File: config.mk
export PLATFORM = sky130hd
export DESIGN_NAME = wave_render
export DESIGN_NICKNAME = d
export VERILOG_FILES = /design/src/rtl/wave_render.sv
export SDC_FILE = /design/constraint.sdc
export NUM_CORES = 2
export LEC_CHECK = 0
export CORE_ASPECT_RATIO = 0.8
export CORE_MARGIN = 5
export CORE_UTILIZATION = 64
export DETAILED_ROUTE_END_ITERATION = 6
export PLACE_DENSITY = 0.8
export REMOVE_ABC_BUFFERS = 1
export SYNTH_ARGS = -nofsm -noshare
export SYNTH_HDL_FRONTEND = slang
export SYNTH_SLANG_ARGS = --single-unit
export TNS_END_PERCENT = 30
File: constraint.sdc
create_clock -name clk_vga -period 12.2 [get_ports clk_vga]
set_input_delay 2.44 -clock clk_vga [delete_from_list [all_inputs] [get_ports clk_vga]]
set_output_delay 2.44 -clock clk_vga [all_outputs]
set_load 0.05 [all_outputs]
File: src/rtl/wave_render.sv
// Waveform rasteriser: trigger on a rising crossing, capture one sample per column, then paint a full frame into frame RAM port A.
// Optional graticule overlay is enabled by defining WAVE_GRID_EN.
module wave_render #(
  parameter int          H_PIX        = 300,
  parameter int          V_PIX        = 200,
  parameter logic [11:0] TRACE_COLOUR = 12'h0F0,
  parameter logic [11:0] BG_COLOUR    = 12'h000,
  parameter logic [11:0] GRID_COLOUR  = 12'h444,
  parameter int          AUTO_TIMEOUT = 65535
) (
  input  logic        clk_vga,
  input  logic        rst_n,
  input  logic        run,
  input  logic        sample_valid,
  input  logic [7:0]  sample,
  input  logic [7:0]  trig_level,
  output logic [15:0] addra,
  output logic [11:0] dina,
  output logic        wea,
  output logic        busy,
  output logic        frame_done
);
  localparam int XW = $clog2(H_PIX);
  localparam int YW = $clog2(V_PIX);

  typedef enum logic [2:0] {IDLE, WAIT_TRIG, CAPTURE, DRAW, DONE} state_t;

  state_t        state, state_nxt;
  logic [7:0]    prev;
  logic          prev_valid;
  logic [15:0]   tcnt;
  logic [XW-1:0] col, x, x_left;
  logic [YW-1:0] y, r_cur, r_left, r_lo, r_hi;
  logic [15:0]   addr;
  logic [7:0]    sbuf [H_PIX];
  logic          trig_hit, timeout_hit, cap_start, cap_last, last_pix, grid_hit;
  logic [11:0]   pix_colour;

  // Screen row for an ADC code: full scale at the top, zero at the bottom.
  function automatic logic [YW-1:0] row_of(input logic [7:0] s);
    logic [15:0] prod;
    prod   = 16'(s) * 16'(V_PIX);
    row_of = YW'(V_PIX - 1) - YW'(prod >> 8);
  endfunction

  assign trig_hit    = prev_valid && (prev < trig_level) && (sample >= trig_level);
  assign timeout_hit = (tcnt == 16'(AUTO_TIMEOUT - 1));
  assign cap_start   = (state == WAIT_TRIG) && sample_valid && (trig_hit || timeout_hit);
  assign cap_last    = (state == CAPTURE) && sample_valid && (col == XW'(H_PIX - 1));
  assign last_pix    = (x == XW'(H_PIX - 1)) && (y == YW'(V_PIX - 1));
  assign busy        = (state != IDLE);

  always_ff @(posedge clk_vga or negedge rst_n) begin
    if (!rst_n) state <= IDLE;
    else        state <= state_nxt;
  end

  // NOTE: every combinational output gets a default first so no path leaves it unassigned (no latch).
  always_comb begin
    state_nxt = state;
    unique case (state)
      IDLE:      if (run) state_nxt = WAIT_TRIG;
      WAIT_TRIG: if (cap_start) state_nxt = CAPTURE;
      CAPTURE:   if (cap_last) state_nxt = DRAW;
      DRAW:      if (last_pix) state_nxt = DONE;
      DONE:      state_nxt = run ? WAIT_TRIG : IDLE;
      default:   state_nxt = IDLE;
    endcase
  end

  // NOTE: sequential state uses non-blocking assignments so every register samples pre-edge values.
  always_ff @(posedge clk_vga or negedge rst_n) begin
    if (!rst_n) begin
      prev       <= '0;
      prev_valid <= 1'b0;
      tcnt       <= '0;
      col        <= '0;
      x          <= '0;
      y          <= '0;
      addr       <= '0;
    end else begin
      unique case (state)
        IDLE, DONE: begin
          prev_valid <= 1'b0;
          tcnt       <= '0;
        end
        WAIT_TRIG: if (sample_valid) begin
          if (trig_hit || timeout_hit) begin
            col <= XW'(1);
          end else begin
            prev       <= sample;
            prev_valid <= 1'b1;
            tcnt       <= tcnt + 16'd1;
          end
        end
        CAPTURE: if (sample_valid) begin
          col <= col + 1'b1;
          if (cap_last) begin
            x    <= '0;
            y    <= '0;
            addr <= '0;
          end
        end
        DRAW: begin
          addr <= addr + 16'd1;
          if (x == XW'(H_PIX - 1)) begin
            x <= '0;
            y <= y + 1'b1;
          end else begin
            x <= x + 1'b1;
          end
        end
        default: ;
      endcase
    end
  end

  // NOTE: the sample buffer is plain storage with no reset; it is always fully rewritten before DRAW reads it.
  always_ff @(posedge clk_vga) begin
    if (cap_start)
      sbuf[0] <= sample;
    else if (state == CAPTURE && sample_valid)
      sbuf[col] <= sample;
  end

`ifdef WAVE_GRID_EN
  logic [4:0] gx, gy;

  // Wrap counters track x%30 and y%25 alongside the raster position.
  always_ff @(posedge clk_vga or negedge rst_n) begin
    if (!rst_n) begin
      gx <= '0;
      gy <= '0;
    end else if (cap_last) begin
      gx <= '0;
      gy <= '0;
    end else if (state == DRAW) begin
      if (x == XW'(H_PIX - 1)) begin
        gx <= '0;
        gy <= (gy == 5'd24) ? 5'd0 : gy + 5'd1;
      end else begin
        gx <= (gx == 5'd29) ? 5'd0 : gx + 5'd1;
      end
    end
  end

  assign grid_hit = (gx == 5'd0) || (gy == 5'd0);
`else
  assign grid_hit = 1'b0;
`endif

  // The trace joins the previous column's row to this column's row with a vertical span.
  always_comb begin
    x_left = (x == '0) ? x : x - 1'b1;
    r_cur  = row_of(sbuf[x]);
    r_left = row_of(sbuf[x_left]);
    r_lo   = (r_cur < r_left) ? r_cur : r_left;
    r_hi   = (r_cur < r_left) ? r_left : r_cur;
    if (y >= r_lo && y <= r_hi) pix_colour = TRACE_COLOUR;
    else if (grid_hit)          pix_colour = GRID_COLOUR;
    else                        pix_colour = BG_COLOUR;
  end

  always_ff @(posedge clk_vga or negedge rst_n) begin
    if (!rst_n) begin
      addra      <= '0;
      dina       <= '0;
      wea        <= 1'b0;
      frame_done <= 1'b0;
    end else begin
      wea        <= (state == DRAW);
      frame_done <= (state == DONE);
      if (state == DRAW) begin
        addra <= addr;
        dina  <= pix_colour;
      end
    end
  end
endmodule

Word level (Yosys, flattened, before mapping)
Memory sizes are Yosys's and may differ from the RTL's.
Cells that the tools add are included.
- register bits: 100
- memory bits (writable): 2400
- input bits: 20
- output and inout port bits: 31
- word-level logic and storage cells: 108
- memories: 1
- memory list (name ; words ; bits a word ; read ports ; clocked after Yosys merged registers in ; write ports ; line ; source):
    sbuf ; 300 ; 8 ; 2 ; 0 ; 1 ; 35 ; logic [7:0] sbuf [H_PIX];
- add/subtract/negate cells: 8
- $mul: 2
- order comparisons: 5
- equality and inequality tests: 17
- muxes and demuxes: 39
- bitwise logic cells: 1
- reduce and logical (&&, ||, !) cells: 23
- operators with widths (operator ; count):
    two-way mux 9 bit ; 8
    two-way mux 16 bit ; 4
    case mux 16 bit (2 select lines) ; 2
    two-way mux 8 bit ; 7
    case mux 9 bit (2 select lines) ; 2
    adder 16 x 1 -> 16 bit, second input constant ; 2
    multiplier 8 x 5 -> 13 bit, second input constant ; 2
    adder 9 x 1 -> 9 bit, second input constant ; 2
    == test 9 bit, second input constant ; 2
    == test 16 bit, second input constant ; 1
    greater-or-equal comparator 8 bit ; 2
    less-than comparator 8 bit ; 2
    inequality test 2 bit, second input constant ; 8
    case mux 8 bit (2 select lines) ; 1
    subtractor 8 bit, first input constant ; 2
    case mux 3 bit (5 select lines) ; 1
    two-way mux 3 bit ; 4
    AND reduction 4 bit ; 3
    zero test 9 bit ; 1
    two-way mux 1 bit ; 9
    AND reduction 3 bit ; 3
    subtractor 9 x 1 -> 9 bit, second input constant ; 1
    adder 8 x 1 -> 8 bit, second input constant ; 1
    == test 8 bit, second input constant ; 1
    other kinds (14) ; 24

Logic depth before layout (Yosys ltp)
An unclocked memory read counts as a cell.
- depth in word-level cells: 10
- gate-level depth with buffers: 58
- depth with buffers taken out: 48

Worst setup path after synthesis
OpenSTA, ideal clock, no wires.
- kind: register to register
- start point: reg x[1]
- end point: reg dina[6]
- setup time: 0.136 ns
- arrival: 10.446 ns
- data required time: 12.064 ns
- path slack: 1.618 ns
- cell stages (with the launch flop): 55
- buffers on the path: 9
- period minus slack after synthesis: 10.582 ns
- path through: dfrtp_1 -> buf_2 -> inv_2 -> clkbuf_1 -> clkbuf_1 -> ha_1 -> nor4b_4 -> a21oi_2 -> nor2_4 -> buf_4 -> buf_6 -> buf_1 -> buf_2 -> mux4_2 -> nand2_1 -> nand3_1 -> nand3_1 -> nand3_1 -> [19 not listed] -> nand2b_1 -> a21o_1 -> clkbuf_1 -> clkbuf_1 -> nand2_1 -> o21ai_0 -> ha_1 -> nand2b_1 -> a21o_1 -> a21o_1 -> a21oi_1 -> nor2b_1 -> o21ai_0 -> nand2b_1 -> a21oi_1 -> nor2b_1 -> o21ai_0 -> o21ai_0
- cells in the longest elaborated chain, start to end: 10
- elaborated cells on any way between the ends: 15
- classes of those cells: add/sub (3); mul (2); order compare (3); mux (4); reduce/logical (2); memory (1)
- RTL lines (element ; line ; source):
    start, declared ; 32 ; logic [XW-1:0] col, x, x_left;
    start signal, assigned ; 110 ; x <= x + 1'b1;
    subtractor 9 x 1 -> 9 bit or zero test 9 bit (tied branches) ; 154 ; x_left = (x == '0) ? x : x - 1'b1;
    two-way mux 9 bit ; 154 ;
    memory (300 x 8 bit) (*) ; - ;
    multiplier 8 x 5 -> 13 bit ; 42 ; prod = 16'(s) * 16'(V_PIX);
    subtractor 8 bit ; 43 ; row_of = YW'(V_PIX - 1) - YW'(prod >> 8);
    less-than comparator 8 bit ; 157, 158 ;
    two-way mux 8 bit (on tied branches) ; 157, 158 ;
    greater-or-equal comparator 8 bit or <= comparator 8 bit (tied branches) ; 159 ; if (y >= r_lo && y <= r_hi) pix_colour = TRACE_COLOUR;
    logical AND 1 bit (*) ; 159 ;
    two-way mux 8 bit (*) ; 159 ;
    end signal, assigned ; 175 ; dina <= pix_colour;
    end, declared ; 18 ; output logic [11:0] dina,
Mark *: on every way between the ends. The rest lies on a longest branch, timed or not.
A chain may end at the register's enable or synchronous reset.

Final worst setup path
- start point: reg x[3]
- end point: reg dina[6]
Same word-level chain as after synthesis.

==> impl_metrics.py <==
metrics = {
    "status": {
        "outcome": "complete, but fails checks",
        "violations": "DRC, capacitance limit, slew limit",
    },
    "placed_design": {
        "dpl_cell_area_um2": 125000,
        "dpl.cell_count": 9445,
        "dpl_worst_slack_ns": 0.851,
        "gp_congestion": 1.03,
        "dpl.hpwl_mm": 252,
        "port_buffers": 42,
    },
    "logic_synthesis": {
        "netlist.top_cell.by_area": "edfxtp_1",
        "yosys_most_used_dff": "edfxtp_1",
        "synthXorXnorAreaFrac": 0.00364,
        "netlist_instances": 7233,
        "synth_top_area_frac": 0.591,
        "synth_top_family_by_area": "multiplexers",
        "syn_area_per_cell_um2": 16.9,
        "ys_ff_latch": 2489,
        "ys_seq_area_frac": 0.609,
        "synth_area_leaders": "edfxtp_1, mux4_2, nand2_1",
        "synth_simple_gate_area_frac": 0.0639,
        "syn_area_um2": 122000,
        "synth_cell_type_count": 98,
        "synth_edf_count": 2400,
        "muxShareOfSynthArea": 0.249,
        "synth_compound_area_frac": 0.0400,
        "synthArstFlopShare": 0.0358,
        "synthAdderAreaFrac": 0.0112,
        "yosysWarnings": 0,
    },
    "finish": {
        "register_area_um2": 74300,
        "n_fill_cell": 11500,
        "multi_input_area_um2": 45100,
        "fin_cells": 9892,
        "final_cell_area_um2": 133000,
        "nets": 7266,
        "area_delta_synth_final_pct": 9.10,
        "drive_above_1_share": 0.263,
    },
    "floorplan": {
        "die_area_um2": 199000,
        "core_um2": 190000,
        "die_h_um": 400,
        "pin_count": 51,
        "initial_core_util": 0.643,
        "dieWidth_um": 498,
        "rows": 143,
    },
    "drt": {
        "routedWlPerCell_um": 40.9,
        "wirelength_mm": 404,
        "drtPass1Iterations": 7,
        "via_per_inst": 8.08,
        "num_vias": 79900,
        "drc": 49,
        "ant_nets": 0,
        "drt_iter0_markers": 16100,
    },
    "critical_path": {
        "slowest_delay_ns": 1.19,
        "cp_data_arrival_time_ns": 12.58,
        "startpoint_type": "register",
        "worstPathMaxFanout": 45,
        "endpoint_kind": "register",
        "worst_path_max_delay_cell": "a2111oi_0",
        "cp.required_ns": 12.94,
        "crit_type": "reg -> reg",
        "critical_path.most_common_cell": "o21ai_0",
    },
    "power_and_ir_drop": {
        "powerDensity_nw_per_um2": 129,
        "power_leakage_nw": 42.2,
        "ir_drop_uv": 149,
    },
    "clocking": {
        "clock_path_buffers": 3,
        "clock_sinks": 2489,
        "path_clk_slew_ns": 0.06,
        "worstSkewPairLatency_ns": 0.93,
        "ctsHoldBuffers": 0,
        "tritoncts": "built",
        "cts_made_buffers": 228,
        "htreeDepth": 4,
        "cts-root-buf": "clkbuf_16",
    },
    "sta": {
        "final.period_utilization": 0.970,
        "fmax_ghz": 0.0845,
        "worst_slack_ns": 0.367,
        "setup_viol": 0,
        "slew_headroom": -0.00650,
        "hold_ws_ns": 0.474,
        "rsz0062_at_grt": "false",
        "worstMarginPinSlew_ns": 1.50,
        "final_hold_viol_count": 0,
        "fin_crit_ns": 11.83,
        "skew_ns": 0.0652,
        "maxSlewViolCount": 1,
    },
    "global_routing": {
        "grt_start_max_net_pins": 194,
        "grt_pass1_vias": 77200,
        "antenna_found_initial": 21,
        "grtUsageTotal": 0.403,
        "grt_pass1_wl_mm": 575,
        "overflow": 0,
    },
    "run": {
        "drv_cap": 1,
    },
    "hold_path": {
        "hold_class": "reg -> reg",
    },
}
## metrics by stage
step	utilization	setup TNS, ns	total power [mW]
after floorplan	-	-459.01	9.56
after global placement	0.660	0	9.71
after detailed placement	0.660	0	9.72
after CTS	0.701	0	17.1
after global routing	0.701	0	17.5
final	0.701	0	17.1
## synthesized netlist by cell type, drive strengths merged (37+ instances only)
cell and n:
a21oi 133, mux2i 192, and3 45, edfxtp 2400, nand3 384, dfrtp 89, ha 100, nor2 433
a311oi 62, clkbuf 320, a31oi 37, o21ai 152, nand2 712, inv 44, mux4 1237, buf 268
a22oi 38, mux2 53
## cell families (layout without fill, tap and decap cells)
family / after synthesis / in the layout
flip-flops: 2489 / 2489
AND/OR/NAND/NOR: 1765 / 1765
multiplexers: 1482 / 1482
AO/OA/AOI/OAI: 707 / 707
buffers and inverters: 634 / 739
adder cells (fa/ha/maj): 106 / 106
XOR/XNOR: 49 / 49
other: 1 / 18
## layout make-up
cell class                      instances  area share
Timing Repair Buffer                  258      0.0182
Clock buffer                          270      0.0447
Multi-Input combinational cell       4117       0.339
Sequential cell                      2489       0.559
Inverter                               46     0.00135
Clock inverter                        165      0.0139
Antenna cell                           10    0.000188
Tap cell                             2537      0.0239
## registers in the layout (all words and copies together), names as in the netlist
name,flops
addra,16
wea,1
dina,1
x,9
tcnt,16
prev,8
sbuf,2400
prev_valid,1
y,8
frame_done,1
state,3
addr,16
col,9
## repair_timing
| action | in CTS | in global routing |
|---|---|---|
| gates resized for setup | 0 | 0 |
| endpoints found under the setup margin | 0 | 1 |
| buffers inserted | 0 | 2 |
## routing by layer
layer	wire [µm]	vias up	GRT usage	share of wire
li1	-	29600	-	-
met1	136000	40100	0.561	0.34
met2	174000	8538	0.569	0.43
met3	69300	1574	0.163	0.17
met4	24800	26	0.184	0.061
met5	195	-	0.000716	0.00048
## path summary, 6_finish.rpt
path	to	slack (ns)	from	cells past startpoint
setup reg to reg	dina[6]	0.37	x[3]	43
max in group asynchronous	x[2]	9.36	rst_n	2
hold reg to reg	addra[7]	0.47	addra[7]	2
min in group asynchronous	tcnt[2]	1.47	rst_n	1
hold / removal	addra[7]	0.47	addra[7]	2
setup / recovery	dina[6]	0.37	x[3]	43
## worst max-delay path, delay by kind of cell (launching register included)
kind	cells	cell delay (ns)
AO/OA/AOI/OAI	18	4.31
AND/OR/NAND/NOR	12	2.75
adder cells (fa/ha/maj)	6	1.82
buffers and inverters	4	1.16
flip-flops	1	0.99
XOR/XNOR	2	0.57
multiplexers	1	0.08
## report_power, final
part           leakage, nW  switching, mW  total (mW)  internal [mW]
Combinational         15.7          0.158       0.177         0.0187
Clock                 3.79           3.38        7.56           4.18
Sequential            22.7       0.000335        9.36           9.36
## cells in the final DEF, fill, tap and decap left out, types with 16 or more instances in the layout
cell type / instances
a211oi_1: 36
nand2_1: 694
bufinv_16: 32
nand4_1: 23
dfrtp_1: 84
nor2b_1: 27
ha_1: 99
and3_1: 45
xor2_1: 29
nand3_1: 384
clkdlybuf4s50_1: 33
a21oi_1: 127
o211ai_1: 16
edfxtp_1: 2400
xnor2_1: 17
inv_1: 42
clkbuf_1: 36
buf_4: 190
clkinv_1: 50
a311oi_1: 62
a31oi_1: 36
o21ai_0: 147
clkinv_2: 51
buf_12: 27
nor3_1: 34
a22oi_1: 36
mux4_2: 1237
mux2i_1: 191
clkbuf_16: 230
mux2_2: 51
o22ai_1: 20
a21o_1: 26
nor2_1: 431
nand2b_1: 30
o31ai_1: 16
Note: power is estimated with default switching activity, not from simulation.
